**src/rtl/lmc1992_pkg.sv**
```systemverilog
// LMC1992 constants: command encoding, register limits/reset values, gain table.
// Latency: n/a (definitions only); no backpressure.
package lmc1992_pkg;

  localparam logic [2:0] FN_MIX    = 3'b000;
  localparam logic [2:0] FN_BASS   = 3'b001;
  localparam logic [2:0] FN_TREBLE = 3'b010;
  localparam logic [2:0] FN_MASTER = 3'b011;
  localparam logic [2:0] FN_RIGHT  = 3'b100;
  localparam logic [2:0] FN_LEFT   = 3'b101;
  localparam logic [1:0] DEV_ADDR  = 2'b10;

  localparam int MASTER_MAX = 40;
  localparam int CH_MAX     = 20;
  localparam int TONE_MAX   = 12;
  localparam int IDX_MUTE   = 40;

  localparam logic [5:0] RST_MASTER = 6'd40;
  localparam logic [4:0] RST_CH     = 5'd20;
  localparam logic [3:0] RST_TONE   = 4'd6;
  localparam logic [1:0] RST_MIX    = 2'b01;

  // round(32767 * 10^(-i/10)): 2 dB per step, last entry forced to mute
  localparam logic [15:0] GAIN_LUT [0:40] = '{
    16'd32767, 16'd26028, 16'd20675, 16'd16422, 16'd13045,
    16'd10362, 16'd8231,  16'd6538,  16'd5193,  16'd4125,
    16'd3277,  16'd2603,  16'd2067,  16'd1642,  16'd1304,
    16'd1036,  16'd823,   16'd654,   16'd519,   16'd413,
    16'd328,   16'd260,   16'd207,   16'd164,   16'd130,
    16'd104,   16'd82,    16'd65,    16'd52,    16'd41,
    16'd33,    16'd26,    16'd21,    16'd16,    16'd13,
    16'd10,    16'd8,     16'd7,     16'd5,     16'd4,
    16'd0
  };

  function automatic logic [5:0] atten_idx(input logic [5:0] master, input logic [4:0] ch);
    logic [6:0] sum;
    sum = (7'(MASTER_MAX) - {1'b0, master}) + (7'(CH_MAX) - {2'b00, ch});
    return (sum > 7'(IDX_MUTE)) ? 6'(IDX_MUTE) : sum[5:0];
  endfunction

endpackage

```
**src/rtl/lmc_gain_rom.sv**
```systemverilog
// 41x16 gain ROM, registered read; out-of-range index reads as mute.
// Latency: 1 cycle from en to gain; no backpressure.
module lmc_gain_rom
  import lmc1992_pkg::*;
(
  input  logic        clk32,
  input  logic        reset,
  input  logic        en,
  input  logic [5:0]  idx,
  output logic [15:0] gain
);

  always_ff @(posedge clk32) begin
    if (reset) begin
      gain <= '0;
    end else if (en) begin
      gain <= (idx > 6'(IDX_MUTE)) ? 16'd0 : GAIN_LUT[idx];
    end
  end

endmodule

```
**src/rtl/lmc1992_mw_rx.sv**
```systemverilog
// Microwire command receiver for the LMC1992 registers plus per-channel sample attenuation.
// Latency: registers update 1 cycle after mw_done, samples out 2 cycles after sample_en; no backpressure.
module lmc1992_mw_rx
  import lmc1992_pkg::*;
#(
  parameter int GAIN_W = 16,
  parameter int OUT_W  = 16
) (
  input  logic             clk32,
  input  logic             reset,
  input  logic             mw_stb,
  input  logic             mw_clk,
  input  logic             mw_data,
  input  logic             mw_done,
  input  logic             sample_en,
  input  logic [7:0]       sample_l,
  input  logic [7:0]       sample_r,
  output logic             out_valid,
  output logic [OUT_W-1:0] out_l,
  output logic [OUT_W-1:0] out_r,
  output logic [5:0]       master_vol,
  output logic [4:0]       left_vol,
  output logic [4:0]       right_vol,
  output logic [3:0]       bass,
  output logic [3:0]       treble,
  output logic [1:0]       mix,
  output logic             cmd_ok,
  output logic             cmd_err
);

  logic [10:0] sr, sr_nxt;
  logic [3:0]  bcnt, bcnt_nxt;
  logic [2:0]  fn;
  logic [5:0]  d;
  logic        frame_ok;

  // A capture on the mw_done cycle is folded in before evaluation.
  always_comb begin
    sr_nxt   = sr;
    bcnt_nxt = bcnt;
    if (mw_stb && mw_clk) begin
      sr_nxt = {sr[9:0], mw_data};
      if (bcnt != 4'd15) bcnt_nxt = bcnt + 4'd1;
    end
  end

  assign fn       = sr_nxt[8:6];
  assign d        = sr_nxt[5:0];
  assign frame_ok = (bcnt_nxt == 4'd11) && (sr_nxt[10:9] == DEV_ADDR) && (fn[2:1] != 2'b11);

  always_ff @(posedge clk32) begin
    if (reset) begin
      sr         <= '0;
      bcnt       <= '0;
      cmd_ok     <= 1'b0;
      cmd_err    <= 1'b0;
      master_vol <= RST_MASTER;
      left_vol   <= RST_CH;
      right_vol  <= RST_CH;
      bass       <= RST_TONE;
      treble     <= RST_TONE;
      mix        <= RST_MIX;
    end else begin
      cmd_ok  <= 1'b0;
      cmd_err <= 1'b0;
      if (mw_done) begin
        sr   <= '0;
        bcnt <= '0;
        if (frame_ok) begin
          cmd_ok <= 1'b1;
          case (fn)
            FN_MIX:    mix        <= d[1:0];
            FN_BASS:   bass       <= (d[3:0] > 4'(TONE_MAX))   ? 4'(TONE_MAX)   : d[3:0];
            FN_TREBLE: treble     <= (d[3:0] > 4'(TONE_MAX))   ? 4'(TONE_MAX)   : d[3:0];
            FN_MASTER: master_vol <= (d > 6'(MASTER_MAX))      ? 6'(MASTER_MAX) : d;
            FN_RIGHT:  right_vol  <= (d[4:0] > 5'(CH_MAX))     ? 5'(CH_MAX)     : d[4:0];
            FN_LEFT:   left_vol   <= (d[4:0] > 5'(CH_MAX))     ? 5'(CH_MAX)     : d[4:0];
            default:   ;
          endcase
        end else begin
          cmd_err <= 1'b1;
        end
      end else begin
        sr   <= sr_nxt;
        bcnt <= bcnt_nxt;
      end
    end
  end

  logic [GAIN_W-1:0] gain_l, gain_r;
  logic [7:0]        s1_l, s1_r;
  logic              s1_vld;

  lmc_gain_rom u_rom_l (
    .clk32 (clk32),
    .reset (reset),
    .en    (sample_en),
    .idx   (atten_idx(master_vol, left_vol)),
    .gain  (gain_l)
  );

  lmc_gain_rom u_rom_r (
    .clk32 (clk32),
    .reset (reset),
    .en    (sample_en),
    .idx   (atten_idx(master_vol, right_vol)),
    .gain  (gain_r)
  );

  logic signed [GAIN_W+8:0] prod_l, prod_r;
  assign prod_l = $signed(s1_l) * $signed({1'b0, gain_l});
  assign prod_r = $signed(s1_r) * $signed({1'b0, gain_r});

  logic unused_prod;
  assign unused_prod = ^{prod_l[GAIN_W+8:OUT_W+7], prod_l[6:0],
                         prod_r[GAIN_W+8:OUT_W+7], prod_r[6:0]};

  always_ff @(posedge clk32) begin
    if (reset) begin
      s1_vld    <= 1'b0;
      s1_l      <= '0;
      s1_r      <= '0;
      out_valid <= 1'b0;
      out_l     <= '0;
      out_r     <= '0;
    end else begin
      s1_vld    <= sample_en;
      out_valid <= s1_vld;
      if (sample_en) begin
        s1_l <= sample_l;
        s1_r <= sample_r;
      end
      if (s1_vld) begin
        out_l <= prod_l[OUT_W+6:7];
        out_r <= prod_r[OUT_W+6:7];
      end
    end
  end

endmodule

```
**config.mk**
```make
export PLATFORM = sky130hd
export DESIGN_NAME = lmc1992_mw_rx
export DESIGN_NICKNAME = d
export VERILOG_FILES = /design/src/rtl/lmc1992_pkg.sv /design/src/rtl/lmc_gain_rom.sv /design/src/rtl/lmc1992_mw_rx.sv
export SDC_FILE = /design/constraint.sdc
export NUM_CORES = 1
export LEC_CHECK = 0
export ABC_AREA = 1
export CORE_UTILIZATION = 50
export CTS_CLUSTER_DIAMETER = 200
export DETAILED_ROUTE_END_ITERATION = 10
export HOLD_SLACK_MARGIN = 0.1
export PLACE_DENSITY = 0.68
export SYNTH_ARGS = -nofsm -noshare
export SYNTH_HDL_FRONTEND = slang
export SYNTH_HIERARCHICAL = 1
export SYNTH_SLANG_ARGS = --single-unit
```
**constraint.sdc**
```tcl
create_clock -name clk32 -period 5.5 [get_ports clk32]
set_clock_uncertainty 0.05 [all_clocks]
set_input_delay 0.55 -clock clk32 [delete_from_list [all_inputs] [get_ports clk32]]
set_output_delay 0.55 -clock clk32 [all_outputs]
set_load 0.005 [all_outputs]
```
==> results of run 1 <==
## worst max path at each step
stage,startpoint,to
2_1_floorplan,s1_l[6],out_l[7]
3_3_place_gp,s1_l[6],out_l[14]
3_5_place_dp,s1_l[6],out_l[7]
4_1_cts,s1_l[6],out_l[7]
5_1_grt,s1_l[6],out_l[14]
6_report,s1_l[6],out_l[7]
## power by group
group / switching (mW) / internal, mW / total (mW) / leakage, nW
Combinational: 0.793 / 0.488 / 1.28 / 9.13
Clock: 0.511 / 0.647 / 1.16 / 0.287
Sequential: 0.0905 / 0.942 / 1.03 / 1.01
## cell usage after synthesis (5+ instances only)
| cell | count |
|---|---|
| sky130_fd_sc_hd__a21o_1 | 10 |
| sky130_fd_sc_hd__a21oi_1 | 104 |
| sky130_fd_sc_hd__a31oi_1 | 5 |
| sky130_fd_sc_hd__buf_2 | 5 |
| sky130_fd_sc_hd__buf_4 | 8 |
| sky130_fd_sc_hd__buf_6 | 6 |
| sky130_fd_sc_hd__clkbuf_1 | 70 |
| sky130_fd_sc_hd__dfxtp_1 | 123 |
| sky130_fd_sc_hd__fa_1 | 168 |
| sky130_fd_sc_hd__ha_1 | 132 |
| sky130_fd_sc_hd__inv_1 | 561 |
| sky130_fd_sc_hd__inv_2 | 9 |
| sky130_fd_sc_hd__nand2_1 | 620 |
| sky130_fd_sc_hd__nand2_2 | 6 |
| sky130_fd_sc_hd__nand3_1 | 141 |
| sky130_fd_sc_hd__nand3_2 | 6 |
| sky130_fd_sc_hd__nand3b_1 | 7 |
| sky130_fd_sc_hd__nand4_1 | 16 |
| sky130_fd_sc_hd__nor2_1 | 207 |
| sky130_fd_sc_hd__nor2_2 | 5 |
| sky130_fd_sc_hd__nor3_1 | 5 |
| sky130_fd_sc_hd__o211ai_1 | 8 |
| sky130_fd_sc_hd__o21a_1 | 5 |
| sky130_fd_sc_hd__o21ai_0 | 69 |
| sky130_fd_sc_hd__o21ai_1 | 11 |
| sky130_fd_sc_hd__o21ai_2 | 5 |
| sky130_fd_sc_hd__o21bai_1 | 5 |
| sky130_fd_sc_hd__or2_2 | 11 |
| sky130_fd_sc_hd__xnor2_1 | 8 |
| sky130_fd_sc_hd__xor2_1 | 24 |
## flip-flops by register name, indices dropped and copies added, names as in the netlist
signal / cells
cmd_err: 1
out_r: 16
left_vol: 5
u_rom_l/gain: 15
s1_l: 8
out_l: 16
cmd_ok: 1
out_valid: 1
sr: 11
master_vol: 6
bass: 4
right_vol: 5
mix: 2
treble: 4
bcnt: 4
u_rom_r/gain: 15
s1_r: 8
s1_vld: 1
## logic make-up after synthesis
group / after synthesis / share of synthesized area
buffers and inverters: 669 / 0.162
DFF: 123 / 0.154
and+or+nand+nor: 1035 / 0.267
adders and majority gates: 300 / 0.313
AOI/OAI and AO/OA: 239 / 0.0856
other: 2 / 0.000468
xor gates and xnor gates: 33 / 0.0185
## metrics by stage
| step | instance area (µm²) | power [mW] | setup slack [ns] | utilization | cells |
|---|---|---|---|---|---|
| floorplan | 16000 | 1.95 | 1.09 | - | 2401 |
| global placement | 17000 | 2.31 | 0.834 | 0.540 | 2806 |
| detailed placement | 17000 | 2.33 | 0.793 | 0.540 | 2806 |
| CTS | 17600 | 3.51 | 0.773 | 0.559 | 2838 |
| global route | 17600 | 3.75 | 0.397 | 0.559 | 2838 |
| finish | 17600 | 3.47 | 0.636 | 0.559 | 2838 |
## worst max-delay path, stage by stage, from the launching register on
cell                      delay, ns
sky130_fd_sc_hd__dfxtp_1       0.75
sky130_fd_sc_hd__nand2_1       0.16
sky130_fd_sc_hd__fa_1          0.52
sky130_fd_sc_hd__fa_1          0.54
sky130_fd_sc_hd__inv_1         0.05
sky130_fd_sc_hd__fa_1          0.53
sky130_fd_sc_hd__inv_1         0.05
sky130_fd_sc_hd__fa_1          0.53
sky130_fd_sc_hd__inv_1         0.04
sky130_fd_sc_hd__ha_1          0.35
sky130_fd_sc_hd__nand2_1       0.13
sky130_fd_sc_hd__nor4_1        0.54
sky130_fd_sc_hd__a21oi_1       0.17
sky130_fd_sc_hd__nand2_1       0.09
sky130_fd_sc_hd__nand2_1       0.04
sky130_fd_sc_hd__o21ai_0       0.15
sky130_fd_sc_hd__inv_1         0.05
## routing by layer
| layer | up-vias | part of all wire | track usage |
|---|---|---|---|
| li1 | 7216 | - | - |
| met1 | 6873 | 0.43 | 0.321 |
| met2 | 330 | 0.51 | 0.482 |
| met3 | 65 | 0.034 | 0.0248 |
| met4 | 0 | 0.023 | 0.0858 |
| met5 | - | 0 | 0 |
## cell type report
cell class	count	share of cell area
Tap cell	402	0.0285
Clock inverter	15	0.00979
Sequential cell	123	0.140
Inverter	573	0.122
Multi-Input combinational cell	1609	0.622
Clock buffer	17	0.0241
Timing Repair Buffer	99	0.0536
==> flow_summary.rst, run 1 <==
.. list-table::
   :header-rows: 1

   * - Metric
     - Value
   * - Outcome
     - complete, no violations
   * - Number of placed I/O pins
     - 84
   * - Area Overhead vs Synth
     - 9.99%
   * - Endpoint class of the critical path
     - flop
   * - Post-DR vias/cell
     - approximately 5
   * - Die Area
     - approximately 0.033 mm²
   * - Std-Cell Core Area
     - 0.0316 mm²
   * - Endpoint arrival time on the critical path
     - slightly above 5 ns
   * - Final count of pins violating max slew
     - 0
   * - Synthesized net count
     - approximately 2700
   * - Max-Slew Margin vs Limit
     - 0.445
   * - Site row count
     - 65
   * - Commonest non-fill, non-tap cell in the layout
     - sky130_fd_sc_hd__nand2_1
   * - Transition time at the pin with the least slew margin
     - 0.832 ns
   * - Maximum Capacitance Violations
     - 0
   * - Area used by multi-input combinational logic
     - roughly 0.011 mm²
   * - Depth of the worst register-to-register path
     - 16
   * - Worst voltage drop across the vdd grid
     - around 140 µV
   * - Mapped Avg Cell Area
     - 6.68 µm²
   * - Clock latency at the later pin of the worst-skew pair
     - 0.44 ns
   * - Endpoints failing hold
     - 0
   * - Vias in the first global route
     - ~14000
   * - Number of buffers added by the clock tree synthesis step
     - 17
   * - Maximum fanout along the worst path
     - 17
   * - EDFF count, synth
     - 0
   * - Proportion of synthesized chip area in sequential cells
     - 0.154
   * - Final Setup Violations
     - 0
   * - Critical path type
     - reg2reg
   * - Initial core utilization
     - 0.508
   * - R2R setup slack
     - between 0.6 and 0.7 ns
   * - Hold Worst Slack
     - roughly 0.42 ns
   * - Total number of nets in the final design
     - around 2700
   * - Unrepaired setup endpoints after global routing
     - false
   * - Global placement routability congestion
     - a little over 0.9
   * - Number of warnings issued by yosys
     - 6
   * - Clock-pin transition on the worst setup and hold timing paths
     - 0.07 ns
   * - Total routing resource utilization after global routing
     - 0.263
   * - Leading cell types in the layout, fill and taps excluded
     - 620 x sky130_fd_sc_hd__nand2_1, 561 x sky130_fd_sc_hd__inv_1, 207 x sky130_fd_sc_hd__nor2_1
   * - Maximum number of pins on one net before global-route repair
     - between 60 and 70
   * - Most frequently used flop master after synthesis
     - sky130_fd_sc_hd__dfxtp_1
   * - Register Area
     - 0.00246 mm²
   * - Detailed-route DRC error count
     - 0
   * - Via count
     - 14484
   * - Cells after Synth
     - between 2000 and 2500
   * - Longest Clk Path Bufs
     - 2
   * - DR pass1 iterations
     - 5
   * - Drt wl/cell
     - around 14 µm
   * - Starting DRC count in detailed routing
     - between 1000 and 1500
   * - RR Endpoint
     - out_l[7]
   * - Count of cells along the worst hold path
     - 2
   * - Synth unique cells
     - 50
   * - Routed wire length
     - 40.9 mm
   * - Startpoint of the worst hold path
     - mix[1]
   * - Num Clock Sinks
     - around 120
   * - Sum Neg Setup Slack
     - 0 ns
   * - Die span in y
     - between 150 and 200 µm
   * - Buffer type at the clock tree root
     - sky130_fd_sc_hd__clkbuf_16
   * - Remaining number of nets flagged by the antenna check after routing
     - 0
   * - Crit path launch type
     - flop
   * - Fill cell count
     - between 3000 and 4000
   * - Cell area after synthesis
     - around 0.016 mm²
   * - Total leakage power
     - 10.4 nW
   * - Synth top area cells
     - sky130_fd_sc_hd__fa_1 21%, sky130_fd_sc_hd__dfxtp_1 15%, sky130_fd_sc_hd__nand2_1 15%
   * - Die width
     - approximately 180 µm
   * - Antenna diode count
     - 0
   * - Number of gates resized after cts
     - 0
   * - Top cell type by total area after synthesis
     - sky130_fd_sc_hd__fa_1
   * - Sum of overflow across all layers after global routing
     - 0
   * - Fraction of synthesis flops using an asynchronous set or reset pin
     - 0
   * - Worst Hold Endpoint
     - mix[1]
   * - Final worst path period share
     - 0.884
   * - Area share of the largest cell type after synthesis
     - 0.210
   * - Post-synthesis sequential element count
     - between 100 and 150
   * - Quantity of hold-fixing buffers added after cts
     - 0
   * - Post-DP HPWL
     - between 30 and 40 mm
   * - Launch point of the worst reg-to-reg path
     - s1_l[6]
   * - Post-layout minimum cycle time
     - 4.86 ns
   * - Fraction of layout cells with a size suffix above 1
     - 0.0439
   * - Crit path required time
     - between 5 and 6 ns
   * - Post-CTS Repair Setup Buffers
     - 0
   * - Top achievable clock speed
     - slightly above 200 MHz
   * - Port Buffer Count
     - between 80 and 90
   * - Power density of the placed cells
     - roughly 200 mW/mm²
   * - Maximum level of the CTS H-tree
     - 4
   * - First-pass GRT wire length
     - about 70 mm
   * - Initial antenna violation count
     - 0
   * - CTS tree
     - done
   * - Worst min-delay path class
     - reg2reg
No activity file was read; power rests on OpenSTA's default activity.
==> run 2: changes to the inputs <==
CAP_MARGIN = 20   (was not set)
==> results of run 2 <==
The final DEF is identical to that of run 1; final timing and power are the same.
==> run 3: changes to the inputs <==
PLACE_DENSITY = not set   (was 0.68)
PLACE_DENSITY_LB_ADDON = 0.12   (was not set)
==> run 3 against run 2 <==
Setup slack better by 0.16 ns. Worst hold slack worse by 0.0089 ns. Sequential share of layout area hardly changed. Critical path type unchanged. Clock power barely moved. Non-clock buffer count decreased by 2. Utilization hardly changed. Sequential power about the same. Sequential cell count stayed put. Wire length shrank 0.22%. Largest power group unchanged. Global-route usage fell by 0.14 points. Critical path depth is 1 higher. Final cell count is essentially flat. Largest cell class unchanged.
==> flow_summary.rst, run 3 (same netlist as run 1, synthesis figures left out) <==
.. list-table::
   :header-rows: 1

   * - Metric
     - Value
   * - Drt wl/cell
     - 14.4 µm (-0.19%)
   * - CTS tree
     - done
   * - Longest Clk Path Bufs
     - 2 (unchanged)
   * - Number of placed I/O pins
     - 84 (unchanged)
   * - Post-DR vias/cell
     - 5.09 (-0.35%)
   * - Leading cell types in the layout, fill and taps excluded
     - 620 x sky130_fd_sc_hd__nand2_1, 561 x sky130_fd_sc_hd__inv_1, 207 x sky130_fd_sc_hd__nor2_1
   * - Crit path required time
     - 5.78 ns (about the same)
   * - Quantity of hold-fixing buffers added after cts
     - 0 (unchanged)
   * - Clk pwr share
     - 0.333 (about the same)
   * - Largest registers in the final layout
     - out_l: 16 flops, out_r: 16 flops
   * - Clock-pin transition on the worst setup and hold timing paths
     - 0.07 ns (about the same)
   * - Worst min-delay path class
     - reg2reg
   * - Transition time at the pin with the least slew margin
     - 0.815 ns (-0.0165 ns)
   * - Die width
     - 181 µm (unchanged)
   * - Grt met1 use
     - 0.327 (+0.00629)
   * - Smallest setup slack after layout
     - 0.792 ns (+0.156 ns)
   * - Number of buffers added by the clock tree synthesis step
     - 17 (unchanged)
   * - Endpoint class of the critical path
     - flop
   * - Slowest stage delay, CP
     - 0.77 ns (+0.02 ns)
   * - Proportion of total power due to net switching
     - 0.399 (-0.00317)
   * - Depth of the worst register-to-register path
     - 17 (+1)
   * - Final Setup Violations
     - 0 (unchanged)
   * - Placement-stage cell area
     - 0.0170 mm² (about the same)
   * - Post-place setup slack
     - 0.823 ns (+0.0297 ns)
   * - Total leakage power
     - 10.4 nW (about the same)
   * - Post-DP HPWL
     - 32.6 mm (+0.55%)
   * - Fraction of layout cells with a size suffix above 1
     - 0.0431 (-0.000786)
   * - R2R setup slack
     - 0.79 ns (+0.16 ns)
   * - Total routing resource utilization after global routing
     - 0.261 (-0.00143)
   * - Clock latency at the later pin of the worst-skew pair
     - 0.44 ns (about the same)
   * - Detailed-route DRC error count
     - 0 (unchanged)
   * - Kind of cell adding the most delay to the critical path
     - adder cells
   * - Worst Hold Endpoint
     - treble[3]
   * - Routed wire length
     - 40.8 mm (-0.22%)
   * - Cell with the largest stage delay on the worst path
     - sky130_fd_sc_hd__dfxtp_1
   * - Maximum fanout along the worst path
     - 17 (unchanged)
   * - Final count of pins violating max slew
     - 0 (unchanged)
   * - Met2 layer usage reported by global route
     - 0.470 (-0.0123)
   * - Initial antenna violation count
     - 1 (+1)
   * - Outcome
     - complete, no violations
   * - Critical path type
     - reg2reg
   * - Hold Worst Slack
     - 0.413 ns (-0.00890 ns)
   * - Cell with the most instances on the worst path
     - sky130_fd_sc_hd__inv_1
   * - Std-Cell Core Area
     - 0.0316 mm² (unchanged)
   * - Crit path launch type
     - flop
   * - Startpoint of the worst setup timing path
     - s1_l[5]
   * - Via count
     - 14428 (-0.39%)
   * - Startpoint of the worst hold path
     - treble[3]
   * - Maximum Capacitance Violations
     - 0 (unchanged)
   * - Cell chain of the critical path
     - nand2_1, inv_1, fa_1, fa_1, fa_1, inv_1, fa_1, inv_1, ha_1, inv_1, o21ai_0, a21oi_1, nor2_1, nor2_1, a21oi_1, o21ai_0, inv_1
   * - Vias in the first global route
     - 14174 (-1.8%)
   * - Commonest non-fill, non-tap cell in the layout
     - sky130_fd_sc_hd__nand2_1
   * - Maximum level of the CTS H-tree
     - 4 (unchanged)
   * - Most Crowded Layer GR
     - met2
   * - Fraction of power consumed by sequential logic
     - 0.301 (+0.004)
   * - Count of cells along the worst hold path
     - 2 (unchanged)
   * - Starting DRC count in detailed routing
     - 958 (-16%)
   * - Power density of the placed cells
     - 196 mW/mm² (-0.53%)
   * - Number of gates resized after cts
     - 0 (unchanged)
   * - Unrepaired setup endpoints after global routing
     - false
   * - Sum of overflow across all layers after global routing
     - 0 (unchanged)
   * - Num Clock Sinks
     - 123 (unchanged)
   * - Max-Slew Margin vs Limit
     - 0.456 (+0.0110)
   * - Die Area
     - 0.0328 mm² (unchanged)
   * - Power Internal
     - 2.08 mW (about the same)
   * - Combinational share of power
     - 0.366 (-0.003)
   * - Site row count
     - 65 (unchanged)
   * - Total non-filler cell area in the finished layout
     - 0.0176 mm² (about the same)
   * - First-pass GRT wire length
     - 69.1 mm (-0.74%)
   * - Total number of nets in the final design
     - 2744 (-0.073%)
   * - Area Overhead vs Synth
     - 9.90% (about the same)
   * - Maximum number of pins on one net before global-route repair
     - 69 (unchanged)
   * - Post-CTS Repair Setup Buffers
     - 0 (unchanged)
   * - Buffers & Inverters on Critical Path
     - 5 (+1)
   * - Endpoint arrival time on the critical path
     - 4.99 ns (-0.15 ns)
   * - Top achievable clock speed
     - 212 MHz (+3.3%)
   * - Sum Neg Setup Slack
     - 0 ns (unchanged)
   * - Global placement routability congestion
     - 0.926 (-0.60%)
   * - Fill cell count
     - 3113 (-1.7%)
   * - Worst voltage drop across the vdd grid
     - 200 µV (+42%)
   * - Post-layout minimum cycle time
     - 4.71 ns (-0.156 ns)
   * - DR pass1 iterations
     - 6 (+1)
   * - Final worst path period share
     - 0.856 (-0.0284)
   * - Met3 Usage GRT
     - 0.0278 (+0.00302)
   * - Buffer type at the clock tree root
     - sky130_fd_sc_hd__clkbuf_16
   * - Endpoints failing hold
     - 0 (unchanged)
   * - RR Endpoint
     - out_l[10]
   * - Launch point of the worst reg-to-reg path
     - s1_l[5]
   * - Remaining number of nets flagged by the antenna check after routing
     - 0 (unchanged)
   * - Net Sw Power
     - 1.38 mW (-1.4%)
   * - Initial core utilization
     - 0.508 (unchanged)
   * - Port Buffer Count
     - 83 (unchanged)
   * - Die span in y
     - 181 µm (unchanged)
-- run 3: cell count changes in the layout (fill, tap and decap cells not counted), sizes merged --
| cell | before | now |
|---|---|---|
| buf | 17 | 15 |
| clkinvlp | 2 | 1 |
| diode | 0 | 1 |
| inv | 580 | 581 |
-- run 3: area by class of cell --
class                      count  area [µm²]  share of cell area
inverter                     573        2150               0.122
sequential                   123        2460               0.140
clock inverter                15         171             0.00973
multi-input combinational   1609       11000               0.623
clock buffer                  17         425              0.0241
timing repair buffer          97         931              0.0528
antenna                        1        2.50            0.000142
tap                          402         503              0.0285
-- run 3: power by group through the flow --
stage,Clock [mW],Sequential [mW],Combinational (mW)
final,1.15,1.04,1.26
after global routing,1.21,1.05,1.47
after CTS,1.17,1.04,1.28
after detailed placement,0,1.06,1.27
after global placement,0,1.05,1.26
after floorplan,0,0.988,0.961
-- run 3: layer usage --
layer	vias up	wire, µm
met5	-	0
met4	0	844
met3	58	1440
met2	307	20800
met1	6839	17800
li1	7224	-
-- run 3: stage by stage --
step	power (mW)	cells	utilization
2_1_floorplan	1.95	2401	-
3_3_place_gp	2.32	2804	0.539
3_5_place_dp	2.33	2804	0.539
4_1_cts	3.49	2836	0.558
5_1_grt	3.73	2837	0.558
6_report	3.45	2837	0.558
-- run 3: worst max-delay path by stage --
stage	end	slack, ns	cells after the start
6_report	out_l[10]	0.79	17
5_1_grt	out_l[10]	0.42	18
4_1_cts	out_l[14]	0.81	19
3_5_place_dp	out_l[14]	0.82	19
3_3_place_gp	out_l[15]	0.84	16
2_1_floorplan	out_l[7]	1.09	18
-- run 3: worst reg2reg max path, delay by kind of cell, from the launching register on --
kind / cells / cell delay (ns)
fa+ha+maj: 5 / 2.35
flops: 1 / 0.77
compound gates: 4 / 0.73
simple gates: 3 / 0.38
buf+inv: 5 / 0.34
